===== src/rtl/uart_pkg.sv =====
// Shared definitions for the buffered UART transmitter: FSM state encoding,
// data width and baud-timing helpers.
package uart_pkg;

  localparam int unsigned UART_DATA_WIDTH = 8;

  typedef enum logic [2:0] {
    ST_IDLE   = 3'd0,
    ST_START  = 3'd1,
    ST_DATA   = 3'd2,
    ST_PARITY = 3'd3,
    ST_STOP   = 3'd4
  } uart_tx_state_e;

  function automatic int unsigned calc_clks_per_bit(input int unsigned clk_freq,
                                                    input int unsigned baud_rate);
    return clk_freq / baud_rate;
  endfunction

  function automatic int unsigned calc_baud_cnt_w(input int unsigned clks_per_bit);
    return (clks_per_bit < 2) ? 1 : $clog2(clks_per_bit);
  endfunction

endpackage


===== src/rtl/uart_byte_fifo.sv =====
// Show-ahead byte FIFO; writes while full are dropped, the head entry is
// visible on rd_data_o whenever empty_o is low.
module uart_byte_fifo import uart_pkg::*; #(
  parameter int unsigned WIDTH = UART_DATA_WIDTH,
  parameter int unsigned DEPTH = 16
) (
  input  logic             clk_i,
  input  logic             rst_i,
  input  logic             wr_i,
  input  logic [WIDTH-1:0] wr_data_i,
  input  logic             rd_i,
  output logic [WIDTH-1:0] rd_data_o,
  output logic             full_o,
  output logic             empty_o
);

  localparam int unsigned PTR_W = $clog2(DEPTH);
  localparam int unsigned CNT_W = PTR_W + 1;

  logic [WIDTH-1:0] mem_q [DEPTH];
  logic [PTR_W-1:0] wr_ptr_q, wr_ptr_d;
  logic [PTR_W-1:0] rd_ptr_q, rd_ptr_d;
  logic [CNT_W-1:0] count_q, count_d;
  logic             push;
  logic             pop;

  assign full_o    = (count_q == CNT_W'(DEPTH));
  assign empty_o   = (count_q == '0);
  assign push      = wr_i & ~full_o;
  assign pop       = rd_i & ~empty_o;
  assign rd_data_o = mem_q[rd_ptr_q];

  always_comb begin
    wr_ptr_d = wr_ptr_q;
    rd_ptr_d = rd_ptr_q;
    count_d  = count_q;
    if (push) wr_ptr_d = wr_ptr_q + 1'b1;
    if (pop)  rd_ptr_d = rd_ptr_q + 1'b1;
    case ({push, pop})
      2'b10:   count_d = count_q + 1'b1;
      2'b01:   count_d = count_q - 1'b1;
      default: count_d = count_q;
    endcase
  end

  always_ff @(posedge clk_i or posedge rst_i) begin
    if (rst_i) begin
      wr_ptr_q <= '0;
      rd_ptr_q <= '0;
      count_q  <= '0;
    end else begin
      wr_ptr_q <= wr_ptr_d;
      rd_ptr_q <= rd_ptr_d;
      count_q  <= count_d;
    end
  end

  // Storage carries no reset; validity is tracked by count_q alone.
  always_ff @(posedge clk_i) begin
    if (push) mem_q[wr_ptr_q] <= wr_data_i;
  end

endmodule


===== src/rtl/uart_tx_ctrl.sv =====
// Buffered 8N1 UART transmitter fed by a write-strobe byte stream.
// Define UART_TX_PARITY_EN to insert an even-parity bit (8E1 frames).
module uart_tx_ctrl #(
  parameter int unsigned CLK_FREQ        = 50_000_000,
  parameter int unsigned BAUD_RATE       = 115_200,
  parameter int unsigned UART_DATA_WIDTH = 8,
  parameter int unsigned FIFO_DEPTH      = 16
) (
  input  logic                       clk,
  input  logic                       rst,
  input  logic [UART_DATA_WIDTH-1:0] data_byte,
  input  logic                       we,
  output logic                       tx,
  output logic                       busy,
  output logic                       full,
  output logic                       overflow
);

  import uart_pkg::*;

  localparam int unsigned CLKS_PER_BIT = calc_clks_per_bit(CLK_FREQ, BAUD_RATE);
  localparam int unsigned CNT_W        = calc_baud_cnt_w(CLKS_PER_BIT);
  localparam logic [CNT_W-1:0] BIT_LAST = CNT_W'(CLKS_PER_BIT - 1);
  localparam logic [2:0]       LAST_IDX = 3'(UART_DATA_WIDTH - 1);

  if (CLKS_PER_BIT < 2) begin : g_bad_baud
    $error("uart_tx_ctrl: CLK_FREQ / BAUD_RATE must be at least 2");
  end
  if ((FIFO_DEPTH < 8) || ((FIFO_DEPTH & (FIFO_DEPTH - 1)) != 0)) begin : g_bad_depth
    $error("uart_tx_ctrl: FIFO_DEPTH must be a power of 2 and at least 8");
  end
  if (UART_DATA_WIDTH != uart_pkg::UART_DATA_WIDTH) begin : g_bad_width
    $error("uart_tx_ctrl: UART_DATA_WIDTH must be 8");
  end

  uart_tx_state_e             state_q, state_d;
  logic [CNT_W-1:0]           cnt_q, cnt_d;
  logic [2:0]                 idx_q, idx_d;
  logic [UART_DATA_WIDTH-1:0] sh_q, sh_d;
  logic                       tx_q, tx_d;
  logic                       ovf_q, ovf_d;
`ifdef UART_TX_PARITY_EN
  logic                       par_q, par_d;
`endif

  logic                       load;
  logic                       bit_end;
  logic                       fifo_empty;
  logic                       fifo_full;
  logic [UART_DATA_WIDTH-1:0] fifo_head;

  uart_byte_fifo #(
    .WIDTH (UART_DATA_WIDTH),
    .DEPTH (FIFO_DEPTH)
  ) u_fifo (
    .clk_i     (clk),
    .rst_i     (rst),
    .wr_i      (we),
    .wr_data_i (data_byte),
    .rd_i      (load),
    .rd_data_o (fifo_head),
    .full_o    (fifo_full),
    .empty_o   (fifo_empty)
  );

  assign bit_end  = (cnt_q == '0);
  assign tx       = tx_q;
  assign busy     = (state_q != ST_IDLE) | ~fifo_empty;
  assign full     = fifo_full;
  assign overflow = ovf_q;

  always_comb begin
    state_d = state_q;
    cnt_d   = cnt_q;
    idx_d   = idx_q;
    sh_d    = sh_q;
    tx_d    = tx_q;
    load    = 1'b0;
`ifdef UART_TX_PARITY_EN
    par_d   = par_q;
`endif

    if ((state_q != ST_IDLE) && !bit_end) cnt_d = cnt_q - 1'b1;

    case (state_q)
      ST_IDLE: begin
        tx_d = 1'b1;
        load = ~fifo_empty;
      end
      ST_START: begin
        if (bit_end) begin
          tx_d    = sh_q[0];
          sh_d    = sh_q >> 1;
          idx_d   = '0;
          cnt_d   = BIT_LAST;
          state_d = ST_DATA;
        end
      end
      ST_DATA: begin
        if (bit_end) begin
          cnt_d = BIT_LAST;
          if (idx_q == LAST_IDX) begin
`ifdef UART_TX_PARITY_EN
            tx_d    = par_q;
            state_d = ST_PARITY;
`else
            tx_d    = 1'b1;
            state_d = ST_STOP;
`endif
          end else begin
            tx_d  = sh_q[0];
            sh_d  = sh_q >> 1;
            idx_d = idx_q + 3'd1;
          end
        end
      end
`ifdef UART_TX_PARITY_EN
      ST_PARITY: begin
        if (bit_end) begin
          tx_d    = 1'b1;
          cnt_d   = BIT_LAST;
          state_d = ST_STOP;
        end
      end
`endif
      ST_STOP: begin
        if (bit_end) begin
          if (!fifo_empty) begin
            load = 1'b1;
          end else begin
            tx_d    = 1'b1;
            state_d = ST_IDLE;
          end
        end
      end
      default: begin
        tx_d    = 1'b1;
        state_d = ST_IDLE;
      end
    endcase

    // IDLE and end-of-STOP share one frame-launch path so back-to-back frames have no gap.
    if (load) begin
      sh_d    = fifo_head;
      tx_d    = 1'b0;
      cnt_d   = BIT_LAST;
      idx_d   = '0;
      state_d = ST_START;
`ifdef UART_TX_PARITY_EN
      par_d   = ^fifo_head;
`endif
    end
  end

  assign ovf_d = ovf_q | (we & fifo_full);

  always_ff @(posedge clk or posedge rst) begin
    if (rst) begin
      state_q <= ST_IDLE;
      cnt_q   <= '0;
      idx_q   <= '0;
      sh_q    <= '0;
      tx_q    <= 1'b1;
      ovf_q   <= 1'b0;
`ifdef UART_TX_PARITY_EN
      par_q   <= 1'b0;
`endif
    end else begin
      state_q <= state_d;
      cnt_q   <= cnt_d;
      idx_q   <= idx_d;
      sh_q    <= sh_d;
      tx_q    <= tx_d;
      ovf_q   <= ovf_d;
`ifdef UART_TX_PARITY_EN
      par_q   <= par_d;
`endif
    end
  end

endmodule


===== config.mk =====
export PLATFORM = sky130hd
export DESIGN_NAME = uart_tx_ctrl
export DESIGN_NICKNAME = d
export VERILOG_FILES = /design/src/rtl/uart_pkg.sv /design/src/rtl/uart_byte_fifo.sv /design/src/rtl/uart_tx_ctrl.sv
export SDC_FILE = /design/constraint.sdc
export NUM_CORES = 1
export LEC_CHECK = 0
export ABC_AREA = 1
export ABC_CLOCK_PERIOD_IN_PS = 5750
export BUFFER_PORTS_ARGS = -buffer_cell sky130_fd_sc_hd__buf_2
export CAP_MARGIN = 20
export CORE_ASPECT_RATIO = 1.1
export CORE_UTILIZATION = 40
export DETAILED_ROUTE_END_ITERATION = 12
export MAX_ROUTING_LAYER = met4
export PLACE_DENSITY = 0.64
export SLEW_MARGIN = 15
export SYNTH_ARGS = -nofsm -noshare
export SYNTH_HDL_FRONTEND = slang
export SYNTH_SLANG_ARGS = --single-unit

===== constraint.sdc =====
create_clock -name clk -period 5.75 [get_ports clk]
set_clock_uncertainty 0.1 [all_clocks]
set_input_delay 0.2875 -clock clk [delete_from_list [all_inputs] [get_ports clk]]
set_output_delay 0.2875 -clock clk [all_outputs]
set_load 0.05 [all_outputs]

# Word-level counts from Yosys, hierarchy flattened
# Memories as Yosys holds them, arrays and structs flattened.
# Cells that the tools add are included.
[totals]
ram_bits = 128
in_bits = 11
out_inout_bits = 4
memories = 1
latch_bits = 0
word_cells = 83
mem_bits_ro = 0
reg_bits = 38
[classes]
bitwise_logic = 7
n_reduce_logical = 12
div = 0
n_mux = 34
n_shift = 0
add_sub_neg = 6
n_mul = 0
n_eq_ne = 14
order_cmp = 0
[mem_list]
columns = ["name", "depth", "width", "read_ports", "rd_clocked_by_memory_dff", "wr", "line", "source"]
rows = [
  ["u_fifo.mem_q", 16, 8, 1, 0, 1, "uart_byte_fifo.sv:20", "logic [WIDTH-1:0] mem_q [DEPTH];"],
]
[ops]
columns = ["op", "n"]
rows = [
  ["9-bit 2-to-1 mux", 4],
  ["8-bit 2-to-1 mux", 4],
  ["3-bit 2-to-1 mux", 10],
  ["3-bit by 2-bit != test with 1-bit output, second input constant", 6],
  ["8-bit case mux with 2 select lines", 1],
  ["3-bit case mux with 4 select lines", 1],
  ["1-bit 2-to-1 mux", 10],
  ["5-bit case mux with 2 select lines", 1],
  ["9-bit logical NOT", 1],
  ["9-bit by 1-bit subtractor with 9-bit output, second input constant", 1],
  ["4-bit by 1-bit adder with 4-bit output, second input constant", 2],
  ["4-bit AND reduction", 2],
  ["3-bit equality test, second input constant", 2],
  ["3-bit case mux with 2 select lines", 1],
  ["6-bit AND reduction", 1],
  ["3-bit nonzero test", 2],
  ["5-bit by 1-bit adder with 5-bit output, second input constant", 1],
  ["5-bit equality test, second input constant", 1],
  ["5-bit logical NOT", 1],
  ["5-bit by 1-bit subtractor with 5-bit output, second input constant", 1],
  ["3-bit by 1-bit adder with 3-bit output, second input constant", 1],
  ["1-bit bitwise AND", 3],
  ["3-bit by 1-bit equality test with 1-bit output, second input constant", 1],
  ["3-bit by 2-bit equality test with 1-bit output, second input constant", 1],
  ["12 further kinds", 14],
]

# Logic depth before layout (Yosys ltp)
# Gate-level depths: netlist of run 1.
[depth]
word_depth = 7
mapped_depth = 19
depth_no_buf = 18

# Modules after synthesis
# From an unflattened synthesis of run 1, not the netlist that was laid out.
[unflattened]
hier_cells = 808
hier_area_um2 = 7627.3
[modules_own_cells]
columns = ["module", "cells_per_inst", "n_inst", "area_per_inst_um2", "seq_area_each_um2"]
rows = [
  ["uart_byte_fifo", 623, 1, 6236.0, 4169.0],
  ["uart_tx_ctrl", 185, 1, 1391.3, 626.9],
]

# Worst setup path after synthesis of run 1
# Ideal clock, no wire load.
[synth_timing]
kind = "register to register"
startpoint = "reg cnt_q[0]"
endpoint = "reg u_fifo.count_q[4]"
setup_ns = 0.117
path_stages_with_launch = 18
period_less_slack_ns = 2.658
setup_slack_ns = 3.092
arrival_time_ns = 2.441
cell_sequence = "dfrtp_1 inv_1 ha_1 nand2_1 nor2_4 nand2_4 a21oi_4 buf_6 ha_1 nor2_1 nor2_1 ha_1 a21oi_1 nand2b_1 o21ai_0 nand3_1 nand2_1 nand2_1"
[synth_between]
elab_chain_cells = 6
elab_cells_between_ends = 8
cone_classes = "2 x eq/ne; 3 x mux; 1 x bitwise; 2 x reduce/logical"
[synth_lines]
columns = ["element", "line", "source"]
rows = [
  ["from (decl)", "uart_tx_ctrl.sv:37", "logic [CNT_W-1:0] cnt_q, cnt_d;"],
  ["from (signal assigned)", "uart_tx_ctrl.sv:170", "cnt_q <= cnt_d;"],
  ["9-bit logical NOT *", "uart_tx_ctrl.sv:66", "assign bit_end = (cnt_q == '0);"],
  ["1-bit 2-to-1 mux *", "uart_tx_ctrl.sv:127", "if (bit_end) begin"],
  ["1-bit case mux with 2 select lines *", "uart_tx_ctrl.sv:85", "case (state_q)"],
  ["1-bit bitwise AND *", "uart_byte_fifo.sv:30", "assign pop = rd_i & ~empty_o;"],
  ["net u_fifo.pop", "uart_byte_fifo.sv:25", "logic pop;"],
  ["2-bit by 1-bit equality test with 1-bit output or 2-bit equality test (tied branches)", "uart_byte_fifo.sv:39", "case ({push, pop})"],
  ["5-bit case mux with 2 select lines or 2-bit nonzero test (tied branches)", "-", ""],
  ["to (signal assigned)", "uart_byte_fifo.sv:54", "count_q <= count_d;"],
  ["to (decl)", "uart_byte_fifo.sv:23", "logic [CNT_W-1:0] count_q, count_d;"],
]
# The timed path passes the listed nets; every way through them passes the cells marked *.
# A chain may end at the register's enable or synchronous reset.

# Final worst setup path of run 1
[layout_timing]
startpoint = "reg cnt_q[0]"
endpoint = "reg u_fifo.count_q[4]"
[layout_between]
elab_chain_cells = 6
elab_cells_between_ends = 8
cone_classes = "2 x eq/ne; 3 x mux; 1 x bitwise; 2 x reduce/logical"
[layout_lines]
columns = ["element", "line"]
rows = [
  ["9-bit logical NOT *", "uart_tx_ctrl.sv:66"],
  ["1-bit 2-to-1 mux *", "uart_tx_ctrl.sv:127"],
  ["1-bit case mux with 2 select lines *", "uart_tx_ctrl.sv:85"],
  ["1-bit bitwise AND *", "uart_byte_fifo.sv:30"],
  ["2-bit by 1-bit equality test with 1-bit output or 2-bit equality test (tied branches)", "uart_byte_fifo.sv:39"],
  ["5-bit case mux with 2 select lines or 2-bit nonzero test (tied branches)", "-"],
]
# Mark *: on every way between the ends. The rest lies on a longest branch, timed or not.

==> impl_results.md, run 1 <==
- Status: finished clean
- Distinct cells, synth: 33
- Drc violations: 0
- Via density: 4.89
- RSZ-0062 raised after global routing: false
- Largest cells by area after synthesis: edfxtp_1, nand2_1, dfrtp_1, nand3_1, inv_1
- Mapped cell area: 0.00760 sq mm
- Fillers: 1,735
- Crit start category: flop
- Core region area: 0.0185 sq mm
- Sequential fraction of the synthesis area: 63.1%
- DRT Wirelength: 15,600 um
- Worst EP required: 5.97 ns
- Routed vias: 5,077
- Seq cells post-synth: 166
- EDFF count, synth: 128
- CTS tree: yes
- Vias in the first global route: 4,741
- Sink Count: 166
- Net Count, Synth: 795
- Post-synthesis cell count: 772
- Die width: 133 um
- H-tree depth: 4
- Final Non-Filler Cells: 1,039
- Sum Neg Setup Slack: 0 ns
- Cts bufs inserted: 17
- Leak: 3.65 nW
- Worst-path maximum fanout: 17
- Clk slew on worst S/H paths: 0.07 ns
- # nets final: 806
- Pwr dens: 354 mW/mm^2
- Most numerous cell in the Yosys netlist: nand2_1
- Slew at the pin with the worst max-slew slack: 0.887 ns
- Mean Syn Cell Area: 9.85 sq um
- Diodes inserted: 0
- Top_reg_cell synth: edfxtp_1
- Final hold violation count: 0
- Port Buffers: 14
- Fin crit share: 53.4%
- Post-CTS Resized: 0
- Area growth from synthesis to layout: 12.2%
- Vert. Die Dim: 147 um
- Placer Congestion: 0.810
- WS Path Type: reg2reg
- Routed Antenna Nets: 0
- Cell taking the most area after synthesis: edfxtp_1
- Iter 0 DRT Violations: 382
- Placed insts: 1,006
- Initial antenna violation count: 0
- Total GRT Usage: 17.6%
- First-pass GRT wire length: 25,100 um
- Peak Freq: 0.326 GHz
- Max Cap Viol: 0
- Hold Crit Class: in2reg
- Detailed Routing Iterations Pass 1: 5
- Synth warnings: 0
- Skew-Pair Late Insertion Delay: 0.43 ns
- Slew Viols, Final: 0
- Post-synth top cells: nand2_1, edfxtp_1, nand3_1, inv_1, dfrtp_1
- Worst-case clock buffer depth: 2
- Crit. End Element: flop
- Ys async rst share: 22.9%
- Largest net degree at the start of global routing: 68
- VDD IR-drop max: 198 uV
- Layout Utilization: 46.2%
- Share of cells above drive strength 1: 10.8%
- Critical Path AT: 3.29 ns
- Clock root cell: clkbuf_16
- Initial core utilization: 41.1%
- Die ar.: 0.0196 sq mm
- Final min period: 3.07 ns
- Top-level I/O count: 15
- Core Rows: 52
- HPWL Detailed: 9390 um
- Yosys top cell area share: 50.6%
- Setup violations, final: 0
- WL/cell: 15.1 um
- GRT overflow: 0
- Total Power: 3.02 mW
- Slew headroom: 40.6%
-- report_power, final --
| part | leakage (nW) | total, mW | internal, mW | switching, mW |
|---|---|---|---|---|
| clock | 0.321 | 1.24 | 0.714 | 0.528 |
| combinational | 1.71 | 0.313 | 0.0847 | 0.228 |
| sequential | 1.62 | 1.47 | 1.42 | 0.0454 |
| total | 3.65 | 3.02 | 2.22 | 0.802 |
-- worst max-delay path, stage by stage (launching register included) --
cell	delay, ns
dfrtp_1	0.37
inv_1	0.14
ha_1	0.19
nand2_1	0.09
nor2_4	0.13
nand2_4	0.08
a21oi_4	0.48
ha_1	0.35
nor2_1	0.06
nor2_1	0.15
ha_1	0.17
a21oi_1	0.04
nand2b_1	0.17
o21ai_0	0.21
nand3_1	0.10
nand2_1	0.07
nand2_1	0.05
-- per-layer routing --
metal / global-route usage [%] / up-vias / routed length [um]
li1: - / 2541 / -
met1: 22.6 / 2409 / 7140
met2: 27.6 / 110 / 7560
met3: 4.03 / 17 / 694
met4: 5.40 / 0 / 257
met5: - / - / 0
-- registers in the layout (all words and copies together) (netlist names) --
| register | count |
|---|---|
| cnt_q | 9 |
| idx_q | 3 |
| overflow | 1 |
| sh_q | 8 |
| state_q | 3 |
| tx | 1 |
| u_fifo.count_q | 5 |
| u_fifo.mem_q | 128 |
| u_fifo.rd_ptr_q | 4 |
| u_fifo.wr_ptr_q | 4 |
-- cell usage in the layout, fill, tap and decap left out, types with 6 or more instances in the layout --
cell type,Yosys,routed
buf_2,18,14
clkbuf_16,0,17
dfrtp_1,37,36
edfxtp_1,128,128
ha_1,12,12
inv_1,85,84
inv_2,9,10
nand2_1,255,255
nand2_2,6,6
nand3_1,110,110
nand4_1,6,6
nor2_1,32,32
o21ai_0,17,17
o21ai_1,7,7
xor2_1,12,12
-- per-stage QoR --
| step | hold WS (ns) | cell area (sq um) | worst slack, ns |
|---|---|---|---|
| 2_1_floorplan | 0.286 | 7600 | 3.09 |
| 3_3_place_gp | 0.338 | 7870 | 2.80 |
| 3_5_place_dp | 0.362 | 7870 | 2.70 |
| 4_1_cts | 0.0172 | 8530 | 2.68 |
| 5_1_grt | 0.0340 | 8530 | 2.41 |
| 6_report | 0.0411 | 8530 | 2.68 |
-- path summary, 6_finish.rpt --
kind,slack (ns),to,depth (start not counted),from
setup / recovery,2.68,u_fifo.count_q[4],16,cnt_q[0]
hold / removal,0.04,overflow,2,we
setup reg to reg,2.68,u_fifo.count_q[4],16,cnt_q[0]
hold reg to reg,0.38,sh_q[5],2,sh_q[5]
max in group asynchronous,4.74,u_fifo.rd_ptr_q[0],4,rst
min in group asynchronous,0.43,state_q[2],4,rst
-- kinds of logic after synthesis --
kind of cell               synth area share (%)
and+or+nand+nor                            24.3
adders and majority gates                  1.97
AOI/OAI and AO/OA                          2.19
buffers and inverters                      6.80
DFF                                        63.1
xor gates and xnor gates                   1.61
-- area by class of cell --
class	count	area [sq um]	share of cell area (%)
clock buffers	17	425	4.99
clock inverters	15	230	2.70
inverters	97	367	4.30
well taps	243	304	3.56
flip-flops and latches	166	4800	56.2
repair buffers	20	118	1.38
multi-input cells	481	2290	26.8
-- what timing repair did --
item,in CTS,in global routing
hold buffers,1,0
endpoints found under the setup margin,0,0
hold endpoints to repair,37,0
setup buffers,0,0
No activity file was read; power rests on OpenSTA's default activity.
==> run 2: changes to the inputs <==
ABC_AREA = 0   (was 1)
ABC_CLOCK_PERIOD_IN_PS = 2800   (was 5750)
PLACE_DENSITY = 0.66   (was 0.64)
clock period = 2.8 ns   (was 5.75 ns; I/O delays follow)
==> impl_results.md, run 2 <==
- Status: finished, violations left
- Failing checks: negative setup slack
- Leak: 2.90 nW
- Top_reg_cell synth: edfxtp_1
- CTS tree: yes
- Most used routing layer: met2
- Total GRT Usage: 16.5%
- Vias in the first global route: 3,904
- Regs by FF count: u_fifo.mem_q x128, cnt_q x9, sh_q x8
- Final hold violation count: 0
- Pint: 5.46 mW
- Vert. Die Dim: 141 um
- WS Path Type: reg2reg
- Diodes inserted: 0
- Post-synthesis cell count: 425
- Post-synth top cells: edfxtp_1, dfrtp_1, nand2_1, mux4_2, nor2_1
- Mux share of post-synthesis cell area: 12.1%
- Initial antenna violation count: 0
- Placer Congestion: 0.731
- Via density: 5.14
- Crit. End Element: flop
- M2 GR Usage: 26.5%
- Peak Freq: 0.347 GHz
- Distinct cells, synth: 49
- Synth Area in Adders: 2.15%
- Skew-Pair Late Insertion Delay: 0.42 ns
- RSZ-0062 raised after global routing: true
- Switching Share: 31.3%
- Max FFs per register: 128
- Largest Register: u_fifo.mem_q
- Slew at the pin with the worst max-slew slack: 0.665 ns
- Slew Viols, Final: 0
- Worst-path maximum fanout: 3
- Cell taking the most area after synthesis: edfxtp_1
- Main combinational cell family by area after synthesis: multiplexers
- EDFF count, synth: 128
- Clock root cell: clkbuf_16
- Critical Path AT: 3.12 ns
- Sink Count: 166
- Mean Syn Cell Area: 16.5 sq um
- Die ar.: 0.0180 sq mm
- Placed insts: 688
- VDD IR-drop max: 475 uV
- Die width: 128 um
- Sequential fraction of the synthesis area: 68.5%
- HPWL Detailed: 8580 um
- Net Count, Synth: 448
- Comb power frac: 29.2%
- Fin crit share: 103%
- Design area: 0.00820 sq mm
- GRT overflow: 0
- Slew headroom: 55.6%
- Sum Neg Setup Slack: -0.0819 ns
- Core Rows: 50
- Initial core utilization: 41.0%
- Crit start category: flop
- Mapped cell area: 0.00700 sq mm
- Yosys top cell area share: 54.9%
- Most common cell after layout, fill and taps aside: edfxtp_1
- XOR/XNOR Fraction of Synth Area: 2.61%
- Setup violations, final: 1
- Share of cells above drive strength 1: 26.4%
- Routed Antenna Nets: 0
- Largest net degree at the start of global routing: 36
- Compound-Gate Fraction of Synth Area: 5.20%
- Hold Crit Class: in2reg
- Final WS setup: -0.0819 ns
- H-tree depth: 4
- Top-level I/O count: 15
- # nets final: 499
- Area growth from synthesis to layout: 17.2%
- GR Util met1: 20.2%
- Layout Utilization: 48.0%
- Final min period: 2.88 ns
- Most numerous cell in the Yosys netlist: edfxtp_1
- Clk pwr share: 28.6%
- Worst EP required: 3.04 ns
- Cell Area, Placed: 0.00757 sq mm
- Detailed Routing Iterations Pass 1: 4
- Largest cells by area after synthesis: edfxtp_1, dfrtp_1, mux4_2, ha_1, nand2_1
- Pwr dens: 970 mW/mm^2
- Ys async rst share: 22.9%
- Clk slew on worst S/H paths: 0.06 ns
- WL/cell: 18.3 um
- Routed vias: 3,712
- Cts bufs inserted: 17
- Synth warnings: 0
- DRT Wirelength: 13,200 um
- Core region area: 0.0171 sq mm
- Iter 0 DRT Violations: 267
- First-pass GRT wire length: 21,200 um
- Seq cells post-synth: 166
- Worst-case clock buffer depth: 2
- Port Buffers: 14
- Total Power: 7.95 mW
- Simple-gate share of the synthesized area: 7.65%
- Max Cap Viol: 0
- Commonest non-fill, non-tap cells in the layout: edfxtp_1, dfrtp_1, nand2_1, buf_4, mux4_2
- P_sw: 2.49 mW
- Final Non-Filler Cells: 722
- Drc violations: 0
- M3 GR Usage: 4.25%
- Flop pwr share: 42.2%
run 2: logic make-up after synthesis:
kind of cell	Yosys count
muxes	44
buffers and inverters	30
DFF	166
and+or+nand+nor	103
adders and majority gates	12
xor gates and xnor gates	20
AOI/OAI and AO/OA	50
run 2: cell type report:
class | count | area, sq um
Multi-Input combinational cell | 229 | 2100
Timing Repair Buffer | 53 | 400
Clock buffer | 18 | 429
Inverter | 9 | 33.8
Fill cell | 1433 | 8880
Tap cell | 234 | 293
Clock inverter | 13 | 148
Sequential cell | 166 | 4800
run 2: critical path, stage by stage, from the launching register on:
cell and delay (ns):
dfrtp_1 0.38, inv_1 0.07, ha_1 0.14, nor4b_4 0.30, nand2_4 0.09, a2111oi_4 0.39, ha_4 0.20, xor2_1 0.15
ha_2 0.21, nor2b_4 0.15, a21oi_1 0.07, o32a_1 0.28, nor2_1 0.13, xor2_1 0.14
run 2: path summary, 6_finish.rpt:
path,startpoint,endpoint,slack [ns],cells past startpoint
max reg2reg,cnt_q[1],u_fifo.count_q[4],-0.08,13
min,data_byte[6],u_fifo.mem_q[6][6],0.02,1
max,cnt_q[1],u_fifo.count_q[4],-0.08,13
min reg2reg,overflow,overflow,0.35,1
min in group asynchronous,rst,u_fifo.count_q[3],0.14,3
max in group asynchronous,rst,tx,1.81,5
run 2: metal layers:
metal	wire [um]	share of wire [%]	vias up
met5	0	0	-
met4	227	1.7	0
met3	633	4.8	18
met2	6730	51	86
met1	5610	43	1881
li1	-	-	1727
run 2: repair_timing:
| item | 4_1_cts | 5_1_grt |
|---|---|---|
| hold buffers | 2 | 0 |
| gates resized for setup | 1 | 0 |
| endpoints found under the hold margin | 25 | 0 |
| setup buffers | 0 | 0 |
| endpoints found under the setup margin | 1 | 1 |
run 2: power groups by stage:
| stage | Clock (mW) | Combinational (mW) | Sequential, mW |
|---|---|---|---|
| finish | 2.27 | 2.32 | 3.35 |
| global route | 2.42 | 2.54 | 3.40 |
| floorplan | 0 | 1.67 | 3.36 |
| global placement | 0 | 2.29 | 3.38 |
| CTS | 2.32 | 2.36 | 3.36 |
| detailed placement | 0 | 2.34 | 3.40 |
run 2: per-stage QoR:
| stage | hold WS (ns) | worst slack, ns |
|---|---|---|
| after floorplan | 0.139 | -0.376 |
| after global placement | 0.267 | -0.00300 |
| after detailed placement | 0.268 | -0.0761 |
| after CTS | 0.00152 | -0.103 |
| after global routing | 0.00940 | -0.262 |
| final | 0.0226 | -0.0819 |
==> run 3: changes to the inputs <==
RECOVER_POWER = 50   (was default)
==> impl_results.md, run 3 (same netlist as run 2, synthesis figures left out) <==
- Status: finished, violations left
- Failing checks: negative setup slack
- Flop pwr share: 42.3%
- Slew at the pin with the worst max-slew slack: 0.878 ns
- GR Util met1: 20.2%
- Drc violations: 0
- Top-level I/O count: 15
- Slew headroom: 41.5%
- Fillers: 1,443
- Core region area: 0.0171 sq mm
- Final hold violation count: 0
- Top cell by count, worst path: xor2_1
- Hold Crit Class: in2async
- Worst-case hold slack: 0.110 ns
- P_sw: 2.48 mW
- Port Buffers: 14
- Most common cell after layout, fill and taps aside: edfxtp_1
- Share of cells above drive strength 1: 24.0%
- Placer Congestion: 0.731
- Pint: 5.45 mW
- # nets final: 499
- DRT Wirelength: 13,200 um
- Cts bufs inserted: 17
- Largest net degree at the start of global routing: 36
- Iter 0 DRT Violations: 309
- RSZ-0062 raised after global routing: true
- Pwr dens: 973 mW/mm^2
- Area growth from synthesis to layout: 16.6%
- Initial antenna violation count: 0
- Clk slew on worst S/H paths: 0.06 ns
- Vias in the first global route: 3,904
- Detailed Routing Iterations Pass 1: 4
- Fin crit share: 103%
- Critical Path Slowest Stage Cell: a2111oi_4
- Clk pwr share: 28.6%
- Total Power: 7.94 mW
- Worst-case clock buffer depth: 2
- Via density: 5.20
- Routed Antenna Nets: 0
- Crit start category: flop
- Max FFs per register: 128
- Die width: 128 um
- Critical Path AT: 3.12 ns
- Commonest non-fill, non-tap cells in the layout: edfxtp_1, dfrtp_1, nand2_1, buf_4, mux4_2
- VDD IR-drop max: 473 uV
- Final WS setup: -0.0810 ns
- Routed vias: 3,754
- Total GRT Usage: 16.5%
- GRT overflow: 0
- Critical path buffer and inverter count: 1
- Clock root cell: clkbuf_16
- Diodes inserted: 0
- Core Rows: 50
- Worst-path maximum fanout: 3
- Regs by FF count: u_fifo.mem_q x128, cnt_q x9, sh_q x8
- First-pass GRT wire length: 21,200 um
- WS Path Type: reg2reg
- Layout Utilization: 47.8%
- Worst EP required: 3.04 ns
- Comb power frac: 29.1%
- Sink Count: 166
- M2 GR Usage: 26.5%
- Crit path max-delay family: compound AO/OA/AOI/OAI gates
- Largest Register: u_fifo.mem_q
- H-tree depth: 4
- CP cell instances: inv_1 -> ha_1 -> nor4b_4 -> nand2_4 -> a2111oi_4 -> ha_4 -> xor2_1 -> ha_2 -> nor2b_4 -> a21oi_1 -> o32a_1 -> nor2_1 -> xor2_1
- Crit. End Element: flop
- Final min period: 2.88 ns
- HPWL Detailed: 8580 um
- WL/cell: 18.3 um
- CTS tree: yes
- M3 GR Usage: 4.25%
- Vert. Die Dim: 141 um
- Most used routing layer: met2
- Peak Freq: 0.347 GHz
- Leak: 2.86 nW
- Sum Neg Setup Slack: -0.0810 ns
- Initial core utilization: 41.0%
- Slew Viols, Final: 0
- Post-CTS Setup Bufs: 0
- Setup violations, final: 1
- Die ar.: 0.0180 sq mm
- Slowest cell delay on critical path: 0.39 ns
- Skew-Pair Late Insertion Delay: 0.42 ns
- Switching Share: 31.3%
- Max Cap Viol: 0
-- run 3: cell type report --
cell class              count  area, sq um  area share, %
flip-flops and latches    166         4800           58.8
multi-input cells         229         2100           25.7
clock buffers              18          429           5.26
repair buffers             53          358           4.39
well taps                 234          293           3.59
clock inverters            13          148           1.81
inverters                   9         33.8          0.414
-- run 3: per-layer routing --
| layer | wire length [um] | share of wire (%) |
|---|---|---|
| met1 | 5600 | 42 |
| met2 | 6690 | 51 |
| met3 | 692 | 5.2 |
| met4 | 214 | 1.6 |
| met5 | 0 | 0 |
-- run 3: worst min-delay path, delay by kind of cell --
kind | cells | cell delay (ns)
buffers and inverters | 3 | 0.88
-- run 3: final timing paths --
path                                            end  cells past startpoint         start  slack (ns)
min in group clk                u_fifo.mem_q[15][6]                      1  data_byte[6]        0.19
worst max register to register    u_fifo.count_q[4]                     13      cnt_q[1]       -0.08
worst max-delay path              u_fifo.count_q[4]                     13      cnt_q[1]       -0.08
worst min register to register             overflow                      1      overflow        0.36
max in group asynchronous                        tx                      5           rst        1.10
worst min-delay path             u_fifo.rd_ptr_q[0]                      3           rst        0.11
-- run 3: repair_timing --
| item | CTS | global route |
|---|---|---|
| hold buffers | 2 | 0 |
| setup endpoints to repair | 1 | 1 |
| endpoints found under the hold margin | 25 | 0 |
| resized for setup | 1 | 0 |
-- run 3: per-stage QoR --
step / std cells / cell area [sq um] / setup slack, ns
floorplan: 425 / 7030 / -0.376
global placement: 688 / 7570 / -0.00300
detailed placement: 688 / 7570 / -0.0761
CTS: 721 / 8170 / -0.103
global route: 722 / 8160 / -0.262
finish: 722 / 8160 / -0.0810
-- run 3: power groups by stage --
| stage | Combinational, mW | Clock (mW) | Sequential, mW |
|---|---|---|---|
| floorplan | 1.67 | 0 | 3.36 |
| global placement | 2.29 | 0 | 3.38 |
| detailed placement | 2.34 | 0 | 3.40 |
| CTS | 2.36 | 2.32 | 3.36 |
| global route | 2.53 | 2.42 | 3.40 |
| finish | 2.31 | 2.27 | 3.36 |
